**config.mk**
```make
export PLATFORM = sky130hd
export DESIGN_NAME = dac_pattern_gen
export DESIGN_NICKNAME = d
export VERILOG_FILES = /design/src/rtl/tq1m_pkg.sv /design/src/rtl/dac_pattern_gen_lfsr.sv /design/src/rtl/dac_pattern_gen.sv
export SDC_FILE = /design/constraint.sdc
export NUM_CORES = 1
export LEC_CHECK = 0
export CAP_MARGIN = 20
export CELL_PAD_IN_SITES_DETAIL_PLACEMENT = 0
export CELL_PAD_IN_SITES_GLOBAL_PLACEMENT = 2
export CORE_MARGIN = 2
export CORE_UTILIZATION = 35
export CTS_BUF_LIST = sky130_fd_sc_hd__clkbuf_4 sky130_fd_sc_hd__clkbuf_8
export CTS_CLUSTER_SIZE = 28
export DETAILED_ROUTE_END_ITERATION = 6
export PLACE_DENSITY_LB_ADDON = 0.1
export SLEW_MARGIN = 20
export SYNTH_ARGS = -nofsm -noshare
export SYNTH_HDL_FRONTEND = slang
export SYNTH_SLANG_ARGS = --single-unit
```
**constraint.sdc**
```tcl
create_clock -name clk -period 6.7 [get_ports clk]
set_input_delay 0.67 -clock clk [delete_from_list [all_inputs] [get_ports clk]]
set_output_delay 0.67 -clock clk [all_outputs]
set_load 0.01 [all_outputs]
```
**src/rtl/tq1m_pkg.sv**
```systemverilog
// Shared types and constants for the tq1m DAC sample path.
// DOUT_WIDTH sets the default DAC code width when not supplied by the build.
`ifndef DOUT_WIDTH
`define DOUT_WIDTH 10
`endif

package tq1m_pkg;

    localparam int unsigned DATA_W_DEF = `DOUT_WIDTH;

    // Shift-right Fibonacci form: taps 16,14,13,11 land on bits 0,2,3,5.
    localparam logic [15:0] LFSR_SEED = 16'hACE1;
    localparam logic [15:0] LFSR_TAPS = 16'h002D;

    typedef enum logic [1:0] {
        RAMP        = 2'd0,
        TRI         = 2'd1,
        SQUARE      = 2'd2,
        CONST_NOISE = 2'd3
    } Mode_t;

    typedef enum logic [2:0] {
        IDLE  = 3'd0,
        UP    = 3'd1,
        DOWN  = 3'd2,
        SQ_LO = 3'd3,
        SQ_HI = 3'd4,
        CONST = 3'd5
    } PatState_t;

endpackage

```
**src/rtl/dac_pattern_gen_lfsr.sv**
```systemverilog
// 16-bit Fibonacci LFSR for the noise waveform; only built with PATGEN_NOISE_EN.
// Advance takes priority over reseed so the first request out of IDLE steps off the seed.
`ifdef PATGEN_NOISE_EN
module patgen_lfsr
    import tq1m_pkg::*;
(
    input  logic        clk,
    input  logic        rst,
    input  logic        enable,
    input  logic        reseed,
    output logic [15:0] state
);

    always_ff @(posedge clk) begin
        if (rst) begin
            state <= LFSR_SEED;
        end else if (enable) begin
            state <= {^(state & LFSR_TAPS), state[15:1]};
        end else if (reseed) begin
            state <= LFSR_SEED;
        end
    end

endmodule
`endif

```
**src/rtl/dac_pattern_gen.sv**
```systemverilog
// Waveform sample source for the tq1m DAC: ramp, triangle, square, constant.
// Define PATGEN_NOISE_EN to turn mode 3 into bounded LFSR noise.
module dac_pattern_gen
    import tq1m_pkg::*;
#(
    parameter int unsigned DATA_W = DATA_W_DEF,
    parameter int unsigned HALF_W = 16
) (
    input  logic              clk,
    input  logic              rst,
    input  logic              enable,
    input  logic [1:0]        mode,
    input  logic [DATA_W-1:0] step,
    input  logic [DATA_W-1:0] lo,
    input  logic [DATA_W-1:0] hi,
    input  logic [HALF_W-1:0] half_len,
    input  logic              sample_req,
    output logic [DATA_W-1:0] sample,
    output logic              sample_vld,
    output logic              period_strb,
    output logic              cfg_err
);

    PatState_t         state, state_n;
    Mode_t             mode_in, sh_mode;
    logic [DATA_W-1:0] sh_step, sh_lo, sh_hi, sample_n;
    logic [HALF_W-1:0] sh_half, cnt, cnt_n, half_eff;
    logic [DATA_W:0]   up_sum, down_floor;
    logic              vld_n, strb_n, latch, wrap;

    assign mode_in    = Mode_t'(mode);
    assign up_sum     = {1'b0, sample} + {1'b0, sh_step};
    assign down_floor = {1'b0, sh_lo} + {1'b0, sh_step};
    assign half_eff   = (sh_half == '0) ? HALF_W'(1) : sh_half;

`ifdef PATGEN_NOISE_EN
    logic [15:0]       lfsr;
    logic [DATA_W-1:0] noise_cur, noise_new;

    // Restoring remainder: v mod r with one compare/subtract per quotient bit.
    function automatic logic [DATA_W-1:0] fold_mod(input logic [DATA_W-1:0] v,
                                                   input logic [DATA_W:0]   r);
        logic [2*DATA_W:0] rem;
        logic [2*DATA_W:0] d;
        rem = (2*DATA_W+1)'(v);
        for (int unsigned k = DATA_W; k > 0; k--) begin
            d = (2*DATA_W+1)'(r) << (k - 1);
            if (rem >= d) rem = rem - d;
        end
        return rem[DATA_W-1:0];
    endfunction

    patgen_lfsr u_lfsr (
        .clk    (clk),
        .rst    (rst),
        .enable (enable && sample_req),
        .reseed (!enable || state == IDLE),
        .state  (lfsr)
    );

    assign noise_cur = sh_lo + fold_mod(lfsr[DATA_W-1:0],
                                        {1'b0, sh_hi} - {1'b0, sh_lo} + (DATA_W+1)'(1));
    assign noise_new = lo + fold_mod(lfsr[DATA_W-1:0],
                                     {1'b0, hi} - {1'b0, lo} + (DATA_W+1)'(1));
`endif

    always_comb begin
        state_n  = state;
        sample_n = sample;
        cnt_n    = cnt;
        vld_n    = 1'b0;
        strb_n   = 1'b0;
        latch    = 1'b0;
        wrap     = 1'b0;
        if (!enable) begin
            state_n = IDLE;
        end else if (sample_req) begin
            vld_n = 1'b1;
            case (state)
                IDLE: wrap = 1'b1;
                UP: begin
                    if (sh_mode == RAMP) begin
                        if (up_sum > {1'b0, sh_hi}) wrap = 1'b1;
                        else sample_n = up_sum[DATA_W-1:0];
                    end else if (sh_step != '0) begin
                        if (up_sum >= {1'b0, sh_hi}) begin
                            sample_n = sh_hi;
                            state_n  = DOWN;
                        end else begin
                            sample_n = up_sum[DATA_W-1:0];
                        end
                    end
                end
                DOWN: begin
                    if (sh_step != '0) begin
                        if ({1'b0, sample} <= down_floor) wrap = 1'b1;
                        else sample_n = sample - sh_step;
                    end
                end
                SQ_LO: begin
                    if (cnt >= half_eff) begin
                        sample_n = sh_hi;
                        cnt_n    = HALF_W'(1);
                        state_n  = SQ_HI;
                    end else begin
                        sample_n = sh_lo;
                        cnt_n    = cnt + HALF_W'(1);
                    end
                end
                SQ_HI: begin
                    if (cnt >= half_eff) begin
                        wrap = 1'b1;
                    end else begin
                        sample_n = sh_hi;
                        cnt_n    = cnt + HALF_W'(1);
                    end
                end
                CONST: begin
`ifdef PATGEN_NOISE_EN
                    if (sh_mode == CONST_NOISE && lfsr != LFSR_SEED) sample_n = noise_cur;
                    else wrap = 1'b1;
`else
                    wrap = 1'b1;
`endif
                end
                default: state_n = IDLE;
            endcase

            // A bad latched range forces a fresh period (and relatch) on every request.
            if (cfg_err) wrap = 1'b1;

            if (wrap) begin
                latch    = 1'b1;
                strb_n   = 1'b1;
                cnt_n    = HALF_W'(1);
                sample_n = lo;
                case (mode_in)
                    RAMP, TRI: state_n = UP;
                    SQUARE:    state_n = SQ_LO;
                    default:   state_n = CONST;
                endcase
`ifdef PATGEN_NOISE_EN
                if (mode_in == CONST_NOISE && lo <= hi) sample_n = noise_new;
`endif
            end
        end
    end

    always_ff @(posedge clk) begin
        if (rst) begin
            state       <= IDLE;
            sample      <= '0;
            sample_vld  <= 1'b0;
            period_strb <= 1'b0;
            cfg_err     <= 1'b0;
            cnt         <= '0;
            sh_mode     <= RAMP;
            sh_step     <= '0;
            sh_lo       <= '0;
            sh_hi       <= '0;
            sh_half     <= '0;
        end else begin
            state       <= state_n;
            sample      <= sample_n;
            sample_vld  <= vld_n;
            period_strb <= strb_n;
            cnt         <= cnt_n;
            if (latch) begin
                sh_mode <= mode_in;
                sh_step <= step;
                sh_lo   <= lo;
                sh_hi   <= hi;
                sh_half <= half_len;
                cfg_err <= (lo > hi);
            end
        end
    end

endmodule
```
==> impl_metrics.prom, run 1 <==
# TYPE chip_impl_metric gauge
chip_impl_info{name="timing.critical_path.max_delay_family",value="compound AO/OA/AOI/OAI gates"} 1
chip_impl_metric{name="post_cts_hold_buffers",unit=""} 0
chip_impl_metric{name="dp_hpwl",unit="µm"} 17000
chip_impl_metric{name="placed_area",unit="mm²"} 0.00706
chip_impl_metric{name="slowest_delay",unit="ns"} 0.73
chip_impl_info{name="rsz0062_at_grt",value="no"} 1
chip_impl_metric{name="fillerInstances",unit=""} 1897
chip_impl_metric{name="cellPowerDensity",unit="mW/mm²"} 299
chip_impl_metric{name="route.antenna.remaining_nets",unit=""} 0
chip_impl_metric{name="p_total",unit="mW"} 2.18
chip_impl_info{name="setup.worst_path.start_class",value="register"} 1
chip_impl_metric{name="syn_area_per_cell",unit="µm²"} 7.61
chip_impl_metric{name="p_sw_share",unit="%"} 45.6
chip_impl_info{name="synth_flop_cell",value="dfxtp_1"} 1
chip_impl_metric{name="post_synth_inst_count",unit=""} 826
chip_impl_metric{name="finalSetupViolCount",unit=""} 0
chip_impl_metric{name="place_inst",unit=""} 1082
chip_impl_metric{name="detailroute.via_count",unit=""} 6147
chip_impl_metric{name="routedWlPerCell",unit="µm"} 19.5
chip_impl_info{name="hp-class",value="reg -> reg"} 1
chip_impl_metric{name="worst-endpoint-required",unit="ns"} 6.99
chip_impl_info{name="worst_path_max_delay_cell",value="nand2_1"} 1
chip_impl_info{name="cts_tree",value="done"} 1
chip_impl_metric{name="drt_pre_antenna_iters",unit=""} 4
chip_impl_metric{name="detailed_route_iter0_violations",unit=""} 372
chip_impl_metric{name="cts.reportedPaths.clkPinSlew",unit="ns"} 0.10
chip_impl_info{name="worst_r2r_endpoint",value="sh_step[7]"} 1
chip_impl_metric{name="final.period_utilization",unit="%"} 80.8
chip_impl_metric{name="comb_power_share",unit="%"} 51.1
chip_impl_metric{name="fp.dieH",unit="µm"} 138
chip_impl_metric{name="design_area",unit="mm²"} 0.00729
chip_impl_metric{name="fin_tns_setup",unit="ns"} 0
chip_impl_metric{name="cts_setup_buffers",unit=""} 0
chip_impl_metric{name="yosys_register_bits",unit=""} 80
chip_impl_info{name="crit_type",value="reg -> reg"} 1
chip_impl_metric{name="cap_viol_max_count",unit=""} 0
chip_impl_info{name="critical_path.cell_chain",value="ha_1, fa_1, nor2b_2, o311a_1, nor2_1, o41ai_1, xnor2_1, ha_1, a2111oi_0, o21ai_1, o21a_1, a211oi_2, o221ai_2, nand2_1, buf_4, nand2_1, a21oi_1"} 1
chip_impl_metric{name="antenna_found_initial",unit=""} 0
chip_impl_metric{name="cts.sink_count",unit=""} 80
chip_impl_info{name="status",value="completed"} 1
chip_impl_metric{name="worst-path-max-fanout",unit=""} 26
chip_impl_metric{name="cell_count_of_the_worst_hold_path",unit=""} 2
chip_impl_metric{name="synth-edff-count",unit=""} 0
chip_impl_info{name="endpoint_kind",value="register"} 1
chip_impl_metric{name="stdcell_count",unit=""} 1098
chip_impl_metric{name="ys_seq_area_share",unit="%"} 25.5
chip_impl_metric{name="core_area",unit="mm²"} 0.0178
chip_impl_metric{name="crit_path_buf_inv_count",unit=""} 1
chip_impl_metric{name="n_antenna_cell",unit=""} 0
chip_impl_metric{name="fin_clk_skew",unit="ns"} 0.0165
chip_impl_metric{name="clk_lat_worst_skew",unit="ns"} 0.38
chip_impl_metric{name="tightest_slew",unit="ns"} 1.01
chip_impl_info{name="yosysTopAreaCell",value="dfxtp_1"} 1
chip_impl_info{name="holdCritStartpoint",value="sh_half[0]"} 1
chip_impl_info{name="launching_point_of_the_worst_reg2reg_path",value="sample[0]"} 1
chip_impl_metric{name="drt-total-wl",unit="µm"} 21500
chip_impl_metric{name="worst_ep_arrival_time",unit="ns"} 5.71
chip_impl_info{name="ys_top_cells_by_area",value="dfxtp_1 (25%), ha_1 (15%), nand2_1 (7.8%)"} 1
chip_impl_metric{name="initial_core_util",unit="%"} 35.4
chip_impl_metric{name="tritoncts.num_buffers",unit=""} 9
chip_impl_metric{name="internal-power",unit="mW"} 1.19
chip_impl_metric{name="num_rows",unit=""} 49
chip_impl_metric{name="die_area",unit="mm²"} 0.0191
chip_impl_metric{name="share_seq_of_total_power",unit="%"} 28.9
chip_impl_metric{name="global_route_wire_length_before_repair",unit="µm"} 33400
chip_impl_metric{name="finalNetCount",unit=""} 995
chip_impl_metric{name="timing.final.hold_violations",unit=""} 0
chip_impl_metric{name="boundaryPins",unit=""} 65
chip_impl_metric{name="drive_above_1_share",unit="%"} 4.14
chip_impl_metric{name="synth_top_cell_area_share",unit="%"} 25.5
chip_impl_metric{name="p_clk_share",unit="%"} 20.0
chip_impl_metric{name="postSynth.asyncResetShare",unit="%"} 0
chip_impl_metric{name="input_output_buffers",unit=""} 64
chip_impl_metric{name="synthesis.area",unit="mm²"} 0.00629
chip_impl_metric{name="vias_per_cell",unit=""} 5.60
chip_impl_metric{name="layout_min_cycle_time",unit="ns"} 5.41
chip_impl_metric{name="gr-usage-all-layers",unit="%"} 22.3
chip_impl_metric{name="aggregate_global_routing_overflow",unit=""} 0
chip_impl_info{name="min_to",value="sh_half[0]"} 1
chip_impl_metric{name="die_w",unit="µm"} 138
chip_impl_metric{name="synth-warning-count",unit=""} 0
chip_impl_metric{name="p_sw",unit="mW"} 0.995
chip_impl_info{name="setup.worst_path.start",value="sample[0]"} 1
chip_impl_metric{name="grt_max_degree",unit=""} 68
chip_impl_metric{name="remaining_drc_errors",unit=""} 0
chip_impl_metric{name="worst_r2r_path_depth",unit=""} 17
chip_impl_info{name="clock-root-buffer",value="clkbuf_8"} 1
chip_impl_metric{name="leakage_power",unit="nW"} 2.89
chip_impl_metric{name="post_synth_num_cell_types",unit=""} 73
chip_impl_metric{name="place_congestion",unit=""} 0.928
chip_impl_metric{name="cts.path.max_buffers",unit=""} 2
chip_impl_metric{name="grt_pass1_vias",unit=""} 5799
chip_impl_metric{name="maxSlewViolCount",unit=""} 0
chip_impl_metric{name="worst-r2r-setup-slack",unit="ns"} 1.29
chip_impl_metric{name="areaGrowthSynthToFinish",unit="%"} 16.0
chip_impl_metric{name="htree_num_levels",unit=""} 3
chip_impl_metric{name="achievable-frequency",unit="GHz"} 0.185
chip_impl_metric{name="synthesized_netlist_net_count",unit=""} 957
chip_impl_metric{name="power.ir.vdd_worst",unit="V"} 0.000126
chip_impl_metric{name="postCtsResizedCells",unit=""} 0
chip_impl_metric{name="max_slew_margin",unit="%"} 32.3
## layout by cell type, fill, tap and decap left out, types with 3 or more instances in the layout
cell type and instances:
clkdlybuf4s50_1 63, o21bai_1 8, nand3_1 17, o211ai_1 9, a221oi_1 4, a22oi_1 4
xor2_1 6, and2_1 4, a21oi_1 97, a211o_1 5, a31oi_1 4, xnor2_1 26
nand4_1 16, dfxtp_1 80, nand2b_1 13, or3_1 3, fa_1 3, nand2_1 130
a311oi_1 7, a211oi_1 5, a21boi_0 3, ha_1 76, nor3_1 12, nor3b_1 3
a31o_2 3, inv_1 61, buf_4 3, o211a_1 3, and3_1 6, a21o_1 12
mux2i_1 10, nor2_1 58, o21a_1 8, o221ai_1 3, nor4_1 8, clkbuf_8 9
nor2b_1 9, o21ai_0 25
## power groups by stage
stage / Sequential [mW] / Combinational, mW / Clock (mW)
final: 0.630 / 1.11 / 0.436
after global placement: 0.638 / 1.10 / 0
after detailed placement: 0.640 / 1.10 / 0
after floorplan: 0.589 / 0.796 / 0
after global routing: 0.637 / 1.23 / 0.465
after CTS: 0.628 / 1.11 / 0.444
## through the flow
| stage | util (%) | hold slack (ns) | setup WS [ns] |
|---|---|---|---|
| floorplan | - | 0.436 | 2.67 |
| global placement | 39.7 | 0.455 | 1.45 |
| detailed placement | 39.7 | 0.465 | 1.38 |
| CTS | 41.0 | 0.479 | 1.34 |
| global route | 41.0 | 0.503 | 0.794 |
| finish | 41.0 | 0.481 | 1.29 |
## cells by family after synthesis
| family | count (synthesis) | synth area share (%) |
|---|---|---|
| AND/OR/NAND/NOR | 287 | 20.7 |
| AO/OA/AOI/OAI | 235 | 25.0 |
| buffers and inverters | 102 | 6.56 |
| flip-flops | 80 | 25.5 |
| adder cells (fa/ha/maj) | 79 | 16.1 |
| XOR/XNOR | 32 | 4.46 |
| multiplexers | 11 | 1.77 |
## worst max-delay path by stage
stage	end	cells past startpoint
after global routing	sh_step[7]	17
after floorplan	sample[8]	16
after CTS	sh_step[7]	17
after detailed placement	sh_step[7]	17
after global placement	sh_step[6]	17
final	sh_step[7]	17
## area by class of cell
| type | instances | area (µm²) | area share (%) |
|---|---|---|---|
| multi-input combinational | 644 | 4280 | 58.7 |
| sequential | 80 | 1600 | 22.0 |
| timing repair buffer | 67 | 658 | 9.02 |
| tap | 229 | 287 | 3.93 |
| inverter | 62 | 233 | 3.19 |
| clock buffer | 9 | 124 | 1.70 |
| clock inverter | 7 | 109 | 1.49 |
## routing by layer
layer / track usage, % / share of wire (%)
met1: 35.6 / 53
met5: 0 / 0
met3: 2.25 / 4.9
met2: 31.1 / 40
met4: 6.61 / 2.2
## worst reg2reg max path: stages, from the launching register on
cell and delay (ns):
dfxtp_1 0.39, ha_1 0.26, fa_1 0.42, nor2b_2 0.18, o311a_1 0.35, nor2_1 0.15
o41ai_1 0.10, xnor2_1 0.26, ha_1 0.30, a2111oi_0 0.34, o21ai_1 0.13, o21a_1 0.22
a211oi_2 0.41, o221ai_2 0.43, nand2_1 0.74, buf_4 0.41, nand2_1 0.11, a21oi_1 0.15
## synth_stat cells (4+ instances only)
| library cell | n |
|---|---|
| a211o_1 | 5 |
| a211oi_1 | 5 |
| a21o_1 | 12 |
| a21oi_1 | 97 |
| a221oi_1 | 4 |
| a22oi_1 | 4 |
| a311oi_1 | 7 |
| a31oi_1 | 4 |
| and2_1 | 4 |
| and3_1 | 6 |
| buf_2 | 18 |
| clkbuf_1 | 19 |
| dfxtp_1 | 80 |
| ha_1 | 76 |
| inv_1 | 61 |
| mux2i_1 | 10 |
| nand2_1 | 130 |
| nand2b_1 | 13 |
| nand3_1 | 17 |
| nand4_1 | 16 |
| nor2_1 | 59 |
| nor2b_1 | 9 |
| nor3_1 | 12 |
| nor4_1 | 8 |
| o211ai_1 | 9 |
| o21a_1 | 8 |
| o21ai_0 | 25 |
| o21bai_1 | 8 |
| xnor2_1 | 26 |
| xor2_1 | 6 |
## state kept, by name, summed over array words and instances, names as in the netlist
register and flops:
cnt 16, sh_half 16, sample 10, sh_hi 10, sh_lo 10, sh_step 10, state 3, sh_mode 2
cfg_err 1, period_strb 1, sample_vld 1
Power figures use the tool's default switching activity.
==> run 2, diff against run 1 <==
- clock period: 6.7 -> 5.05 ns (I/O delays scaled with it)
==> impl_metrics.prom, run 2 (synthesis results as in run 1) <==
# TYPE chip_impl_metric gauge
chip_impl_metric{name="core_area",unit="mm²"} 0.0178
chip_impl_metric{name="grt_max_degree",unit=""} 38
chip_impl_metric{name="placed_area",unit="mm²"} 0.00717
chip_impl_metric{name="p_sw",unit="mW"} 1.35
chip_impl_metric{name="slowest_delay",unit="ns"} 0.64
chip_impl_metric{name="routedWlPerCell",unit="µm"} 20.2
chip_impl_metric{name="comb_power_share",unit="%"} 53.1
chip_impl_metric{name="antenna_found_initial",unit=""} 0
chip_impl_metric{name="tightest_slew",unit="ns"} 0.742
chip_impl_metric{name="worst_r2r_path_depth",unit=""} 17
chip_impl_metric{name="num_rows",unit=""} 49
chip_impl_metric{name="post-route-util",unit="%"} 41.7
chip_impl_info{name="rsz0062_at_grt",value="yes"} 1
chip_impl_metric{name="finalNetCount",unit=""} 1009
chip_impl_metric{name="achievable-frequency",unit="GHz"} 0.205
chip_impl_metric{name="worst-path-max-fanout",unit=""} 6
chip_impl_metric{name="p_total",unit="mW"} 2.97
chip_impl_metric{name="tritoncts.num_buffers",unit=""} 9
chip_impl_metric{name="stdcell_count",unit=""} 1112
chip_impl_info{name="worst_r2r_endpoint",value="sample[7]"} 1
chip_impl_metric{name="layout_min_cycle_time",unit="ns"} 4.87
chip_impl_metric{name="boundaryPins",unit=""} 65
chip_impl_metric{name="route.antenna.remaining_nets",unit=""} 0
chip_impl_metric{name="cts.reportedPaths.clkPinSlew",unit="ns"} 0.10
chip_impl_metric{name="n_antenna_cell",unit=""} 0
chip_impl_metric{name="place_congestion",unit=""} 0.914
chip_impl_metric{name="finalSetupViolCount",unit=""} 0
chip_impl_metric{name="gr-usage-all-layers",unit="%"} 23.5
chip_impl_info{name="critical_path.cell_chain",value="ha_1, a21o_1, a21oi_1, o21bai_1, a21oi_1, o21ai_0, a21o_1, a311oi_1, ha_1, nand4_1, nor3_1, or4_1, o21ai_1, o21ai_0, o21ai_1, a311o_1, a21oi_1"} 1
chip_impl_info{name="crit_top_cell",value="a21oi_1"} 1
chip_impl_metric{name="worst-r2r-setup-slack",unit="ns"} 0.18
chip_impl_info{name="status",value="completed"} 1
chip_impl_metric{name="cts_setup_buffers",unit=""} 0
chip_impl_metric{name="input_output_buffers",unit=""} 64
chip_impl_info{name="layout_commonest_cell",value="nand2_1"} 1
chip_impl_metric{name="worst_ep_arrival_time",unit="ns"} 5.09
chip_impl_metric{name="dp_worst_setup_slack",unit="ns"} 0.0367
chip_impl_metric{name="detailroute.via_count",unit=""} 6268
chip_impl_info{name="endpoint_kind",value="register"} 1
chip_impl_metric{name="initial_core_util",unit="%"} 35.4
chip_impl_metric{name="cell_count_of_the_worst_hold_path",unit=""} 2
chip_impl_metric{name="internal-power",unit="mW"} 1.61
chip_impl_metric{name="fin_clk_skew",unit="ns"} 0.0159
chip_impl_metric{name="cts.sink_count",unit=""} 80
chip_impl_metric{name="place_inst",unit=""} 1096
chip_impl_metric{name="global_route_wire_length_before_repair",unit="µm"} 34900
chip_impl_metric{name="clk_lat_worst_skew",unit="ns"} 0.38
chip_impl_metric{name="drt_pre_antenna_iters",unit=""} 6
chip_impl_metric{name="fin_tns_setup",unit="ns"} 0
chip_impl_info{name="launching_point_of_the_worst_reg2reg_path",value="sh_lo[1]"} 1
chip_impl_metric{name="cellPowerDensity",unit="mW/mm²"} 400
chip_impl_metric{name="vias_per_cell",unit=""} 5.64
chip_impl_metric{name="setup_slack",unit="ns"} 0.180
chip_impl_info{name="clock-root-buffer",value="clkbuf_8"} 1
chip_impl_metric{name="fillerInstances",unit=""} 1855
chip_impl_metric{name="detailed_route_iter0_violations",unit=""} 400
chip_impl_metric{name="remaining_drc_errors",unit=""} 0
chip_impl_metric{name="grt_pass1_vias",unit=""} 5858
chip_impl_metric{name="fp.dieH",unit="µm"} 138
chip_impl_info{name="crit_type",value="reg -> reg"} 1
chip_impl_info{name="setup.worst_path.start_class",value="register"} 1
chip_impl_metric{name="final.period_utilization",unit="%"} 96.4
chip_impl_info{name="worst_path_max_delay_cell",value="o21ai_1"} 1
chip_impl_info{name="cts_tree",value="done"} 1
chip_impl_metric{name="die_w",unit="µm"} 138
chip_impl_metric{name="share_seq_of_total_power",unit="%"} 27.5
chip_impl_metric{name="max_slew_margin",unit="%"} 50.2
chip_impl_metric{name="areaGrowthSynthToFinish",unit="%"} 17.8
chip_impl_metric{name="maxSlewViolCount",unit=""} 0
chip_impl_metric{name="die_area",unit="mm²"} 0.0191
chip_impl_metric{name="timing.final.hold_violations",unit=""} 0
chip_impl_metric{name="cts.path.max_buffers",unit=""} 2
chip_impl_info{name="reg_top3",value="cnt: 16 flops, sh_half: 16 flops"} 1
chip_impl_info{name="holdCritStartpoint",value="sh_half[2]"} 1
chip_impl_metric{name="p_clk_share",unit="%"} 19.3
chip_impl_metric{name="multi_input_comb_area",unit="mm²"} 0.00429
chip_impl_info{name="hp-class",value="reg -> reg"} 1
chip_impl_metric{name="htree_num_levels",unit=""} 3
chip_impl_metric{name="area_taken_by_flip_flops_and_latches",unit="mm²"} 0.00160
chip_impl_info{name="min_to",value="sh_half[2]"} 1
chip_impl_metric{name="aggregate_global_routing_overflow",unit=""} 0
chip_impl_metric{name="post_cts_hold_buffers",unit=""} 0
chip_impl_metric{name="holdWs",unit="ns"} 0.477
chip_impl_metric{name="dp_hpwl",unit="µm"} 18200
chip_impl_metric{name="leakage_power",unit="nW"} 2.97
chip_impl_metric{name="drt-total-wl",unit="µm"} 22400
chip_impl_info{name="final_cell_mix",value="nand2_1 (130), a21oi_1 (97), dfxtp_1 (80)"} 1
chip_impl_metric{name="drive_above_1_share",unit="%"} 5.89
chip_impl_metric{name="p_sw_share",unit="%"} 45.6
chip_impl_metric{name="power.ir.vdd_worst",unit="V"} 0.000168
chip_impl_metric{name="cap_viol_max_count",unit=""} 0
chip_impl_metric{name="worst-endpoint-required",unit="ns"} 5.27
chip_impl_metric{name="design_area",unit="mm²"} 0.00741
-- run 2: critical path: cells and delay by family (launching register included) --
kind,cells,cell delay [ns]
AO/OA/AOI/OAI,12,2.95
adder cells (fa/ha/maj),2,0.59
AND/OR/NAND/NOR,3,0.72
flip-flops,1,0.47
-- run 2: power groups by stage --
stage | clock [mW] | sequential (mW) | combinational, mW
after floorplan | 0 | 0.782 | 1.06
after global placement | 0 | 0.831 | 1.54
after detailed placement | 0 | 0.829 | 1.55
after CTS | 0.590 | 0.814 | 1.56
after global routing | 0.611 | 0.826 | 1.72
final | 0.573 | 0.817 | 1.58
-- run 2: final cells by class --
cell class,instances,area share [%]
Clock inverter,7,1.47
Tap cell,229,3.87
Multi-Input combinational cell,644,57.9
Timing Repair Buffer,81,10.4
Clock buffer,9,1.67
Inverter,62,3.14
Sequential cell,80,21.6
-- run 2: timing repair --
action	CTS	global route
resized for setup	1	3
endpoints found under the setup margin	2	12
pin swaps	0	0
-- run 2: worst max path at each step --
| stage | startpoint | end | slack (ns) | cells after the start |
|---|---|---|---|---|
| 6_report | sh_lo[1] | sample[7] | 0.18 | 17 |
| 5_1_grt | sh_step[1] | state[1] | -0.04 | 18 |
| 4_1_cts | sh_lo[1] | sample[3] | 0.27 | 17 |
| 3_5_place_dp | sh_lo[1] | sample[7] | 0.04 | 17 |
| 3_3_place_gp | sh_lo[1] | sample[7] | 0.05 | 17 |
| 2_1_floorplan | sample[0] | sample[8] | 1.02 | 16 |
-- run 2: per-layer routing --
layer | vias up | share of wire, % | GRT usage, %
li1 | 3041 | - | -
met4 | 0 | 1.1 | 4.46
met3 | 13 | 6.0 | 3.22
met2 | 217 | 40 | 32.8
met1 | 2997 | 53 | 37.9
met5 | - | 0 | 0
==> run 3, diff against run 2 <==
- clock period: 5.05 -> 4.7 ns (I/O delays scaled with it)
==> impl_metrics.prom, run 3 (synthesis results as in run 1) <==
# TYPE chip_impl_metric gauge
chip_impl_metric{name="cellPowerDensity",unit="mW/mm²"} 436
chip_impl_metric{name="holdWs",unit="ns"} 0.477
chip_impl_metric{name="grt_pass1_vias",unit=""} 5872
chip_impl_metric{name="internal-power",unit="mW"} 1.82
chip_impl_metric{name="gr-usage-all-layers",unit="%"} 22.8
chip_impl_metric{name="remaining_drc_errors",unit=""} 0
chip_impl_metric{name="final.period_utilization",unit="%"} 95.2
chip_impl_metric{name="cts.reportedPaths.clkPinSlew",unit="ns"} 0.10
chip_impl_info{name="worst_path_max_delay_cell",value="fa_1"} 1
chip_impl_metric{name="finalNetCount",unit=""} 1033
chip_impl_info{name="endpoint_kind",value="register"} 1
chip_impl_metric{name="worst-r2r-setup-slack",unit="ns"} 0.23
chip_impl_metric{name="p_sw",unit="mW"} 1.51
chip_impl_metric{name="htree_num_levels",unit=""} 3
chip_impl_info{name="critical_path.cell_chain",value="ha_1, fa_1, nor2b_2, o311a_1, nor2_2, o41ai_1, xnor2_1, ha_1, a2111oi_2, o21ai_1, o21a_1, o32a_4, a221oi_2, o221ai_1, o311a_1, nor3_2"} 1
chip_impl_info{name="rsz0062_at_grt",value="yes"} 1
chip_impl_metric{name="routedWlPerCell",unit="µm"} 19.7
chip_impl_info{name="status",value="completed"} 1
chip_impl_metric{name="drt-total-wl",unit="µm"} 22400
chip_impl_info{name="holdCritStartpoint",value="sh_half[1]"} 1
chip_impl_metric{name="p_clk_share",unit="%"} 16.7
chip_impl_info{name="final_cell_mix",value="nand2_1 (130), a21oi_1 (96), dfxtp_1 (78)"} 1
chip_impl_metric{name="die_area",unit="mm²"} 0.0191
chip_impl_metric{name="leakage_power",unit="nW"} 3.09
chip_impl_metric{name="achievable-frequency",unit="GHz"} 0.224
chip_impl_metric{name="n_antenna_cell",unit=""} 0
chip_impl_metric{name="dp_hpwl",unit="µm"} 17800
chip_impl_metric{name="p_sw_share",unit="%"} 45.3
chip_impl_metric{name="design_area",unit="mm²"} 0.00765
chip_impl_metric{name="aggregate_global_routing_overflow",unit=""} 0
chip_impl_metric{name="layout_min_cycle_time",unit="ns"} 4.47
chip_impl_info{name="layout_commonest_cell",value="nand2_1"} 1
chip_impl_metric{name="placed_area",unit="mm²"} 0.00729
chip_impl_metric{name="maxSlewViolCount",unit=""} 0
chip_impl_metric{name="clk_lat_worst_skew",unit="ns"} 0.38
chip_impl_metric{name="comb_power_share",unit="%"} 57.2
chip_impl_metric{name="cap_viol_max_count",unit=""} 0
chip_impl_metric{name="worst-path-max-fanout",unit=""} 7
chip_impl_metric{name="slowest_delay",unit="ns"} 0.42
chip_impl_metric{name="fp.dieH",unit="µm"} 138
chip_impl_metric{name="global_route_wire_length_before_repair",unit="µm"} 34000
chip_impl_metric{name="timing.final.hold_violations",unit=""} 0
chip_impl_metric{name="setup_slack",unit="ns"} 0.226
chip_impl_metric{name="fillerInstances",unit=""} 1859
chip_impl_metric{name="drive_above_1_share",unit="%"} 9.04
chip_impl_metric{name="worst-endpoint-required",unit="ns"} 4.99
chip_impl_metric{name="antenna_found_initial",unit=""} 0
chip_impl_info{name="reg_top3",value="cnt: 16 flops, sh_half: 16 flops"} 1
chip_impl_metric{name="crit_path_buf_inv_count",unit=""} 0
chip_impl_metric{name="worst_r2r_path_depth",unit=""} 16
chip_impl_metric{name="fin_clk_skew",unit="ns"} 0.0199
chip_impl_metric{name="cell_count_of_the_worst_hold_path",unit=""} 2
chip_impl_info{name="setup.worst_path.start_class",value="register"} 1
chip_impl_metric{name="max_slew_margin",unit="%"} 36.7
chip_impl_metric{name="boundaryPins",unit=""} 65
chip_impl_metric{name="cts.sink_count",unit=""} 80
chip_impl_metric{name="route.antenna.remaining_nets",unit=""} 0
chip_impl_metric{name="finalSetupViolCount",unit=""} 0
chip_impl_metric{name="vias_per_cell",unit=""} 5.55
chip_impl_info{name="clock-root-buffer",value="clkbuf_8"} 1
chip_impl_metric{name="areaGrowthSynthToFinish",unit="%"} 21.7
chip_impl_metric{name="tightest_slew",unit="ns"} 0.950
chip_impl_metric{name="tritoncts.num_buffers",unit=""} 9
chip_impl_metric{name="grt_max_degree",unit=""} 48
chip_impl_metric{name="detailed_route_iter0_violations",unit=""} 409
chip_impl_metric{name="dp_worst_setup_slack",unit="ns"} -0.00229
chip_impl_metric{name="die_w",unit="µm"} 138
chip_impl_metric{name="num_rows",unit=""} 49
chip_impl_info{name="hp-class",value="reg -> reg"} 1
chip_impl_metric{name="place_congestion",unit=""} 0.935
chip_impl_metric{name="core_area",unit="mm²"} 0.0178
chip_impl_metric{name="initial_core_util",unit="%"} 35.4
chip_impl_info{name="crit_type",value="reg -> reg"} 1
chip_impl_info{name="worst_r2r_endpoint",value="sample[8]"} 1
chip_impl_metric{name="power.ir.vdd_worst",unit="V"} 0.000205
chip_impl_metric{name="worst_ep_arrival_time",unit="ns"} 4.77
chip_impl_info{name="timing.critical_path.max_delay_family",value="compound AO/OA/AOI/OAI gates"} 1
chip_impl_metric{name="cts.path.max_buffers",unit=""} 2
chip_impl_info{name="launching_point_of_the_worst_reg2reg_path",value="sample[0]"} 1
chip_impl_metric{name="detailroute.via_count",unit=""} 6310
chip_impl_info{name="min_to",value="sh_half[1]"} 1
chip_impl_metric{name="share_seq_of_total_power",unit="%"} 26.1
chip_impl_metric{name="drt_pre_antenna_iters",unit=""} 5
chip_impl_metric{name="input_output_buffers",unit=""} 64
chip_impl_info{name="cts_tree",value="done"} 1
==> run 3: changes by cell type in the layout (fill, tap and decap cells not counted), moves of 2 or more <==
cell | previous run | this run
buf_4 | 16 | 36
o21ai_1 | 3 | 1
dfxtp_2 | 0 | 2
dfxtp_1 | 80 | 78
clkinvlp_4 | 0 | 2
==> run 3: worst max path at each step <==
stage,slack [ns],startpoint,depth (start not counted),end
global placement,0.02,sh_lo[1],17,sample[8]
floorplan,0.67,sample[0],16,sample[8]
global route,-0.10,sample[0],17,sample[8]
CTS,0.01,sample[0],17,sample[8]
finish,0.23,sample[0],16,sample[8]
detailed placement,-0.002,sh_step[1],17,sample[8]
==> run 3: per-layer routing <==
metal | track usage, % | up-vias | part of all wire, %
met5 | 0 | - | 0
met4 | 4.89 | 0 | 1.3
met3 | 5.06 | 22 | 6.2
met2 | 31.9 | 191 | 41
met1 | 35.3 | 3011 | 51
li1 | - | 3086 | -
==> run 3: cell type report <==
cell class | count | area, µm² | area share (%)
multi-input cells | 644 | 4340 | 56.7
flip-flops and latches | 80 | 1600 | 21.0
repair buffers | 105 | 985 | 12.9
well taps | 229 | 287 | 3.74
inverters | 62 | 233 | 3.04
clock buffers | 9 | 124 | 1.62
clock inverters | 7 | 82.6 | 1.08
==> run 3: repair_timing <==
action,CTS,global route
pin swaps,1,6
resized for setup,1,16
endpoints found under the setup margin,2,76
gates cloned,0,1
setup buffers,1,6
hold buffers,0,0
==> run 3: per-stage QoR <==
| stage | util (%) | std cells | TNS, ns | power, mW |
|---|---|---|---|---|
| final | 43.1 | 1136 | 0 | 3.34 |
| after global routing | 43.1 | 1136 | -1.47 | 3.55 |
| after CTS | 42.2 | 1128 | 0 | 3.19 |
| after detailed placement | 41.0 | 1111 | -0.00229 | 2.62 |
| after global placement | 41.0 | 1111 | 0 | 2.61 |
| after floorplan | - | 826 | 0 | 1.97 |
==> run 3: tightest hold or removal path, cell delays in order (launching register included) <==
cell	delay, ns
dfxtp_1	0.33
nand2_1	0.05
a21oi_1	0.05
==> run 3: power by group through the flow <==
stage	Clock, mW	Sequential, mW	Combinational [mW]
6_report	0.557	0.870	1.91
2_1_floorplan	0	0.840	1.13
3_5_place_dp	0	0.881	1.74
4_1_cts	0.570	0.865	1.75
3_3_place_gp	0	0.882	1.73
5_1_grt	0.605	0.876	2.07
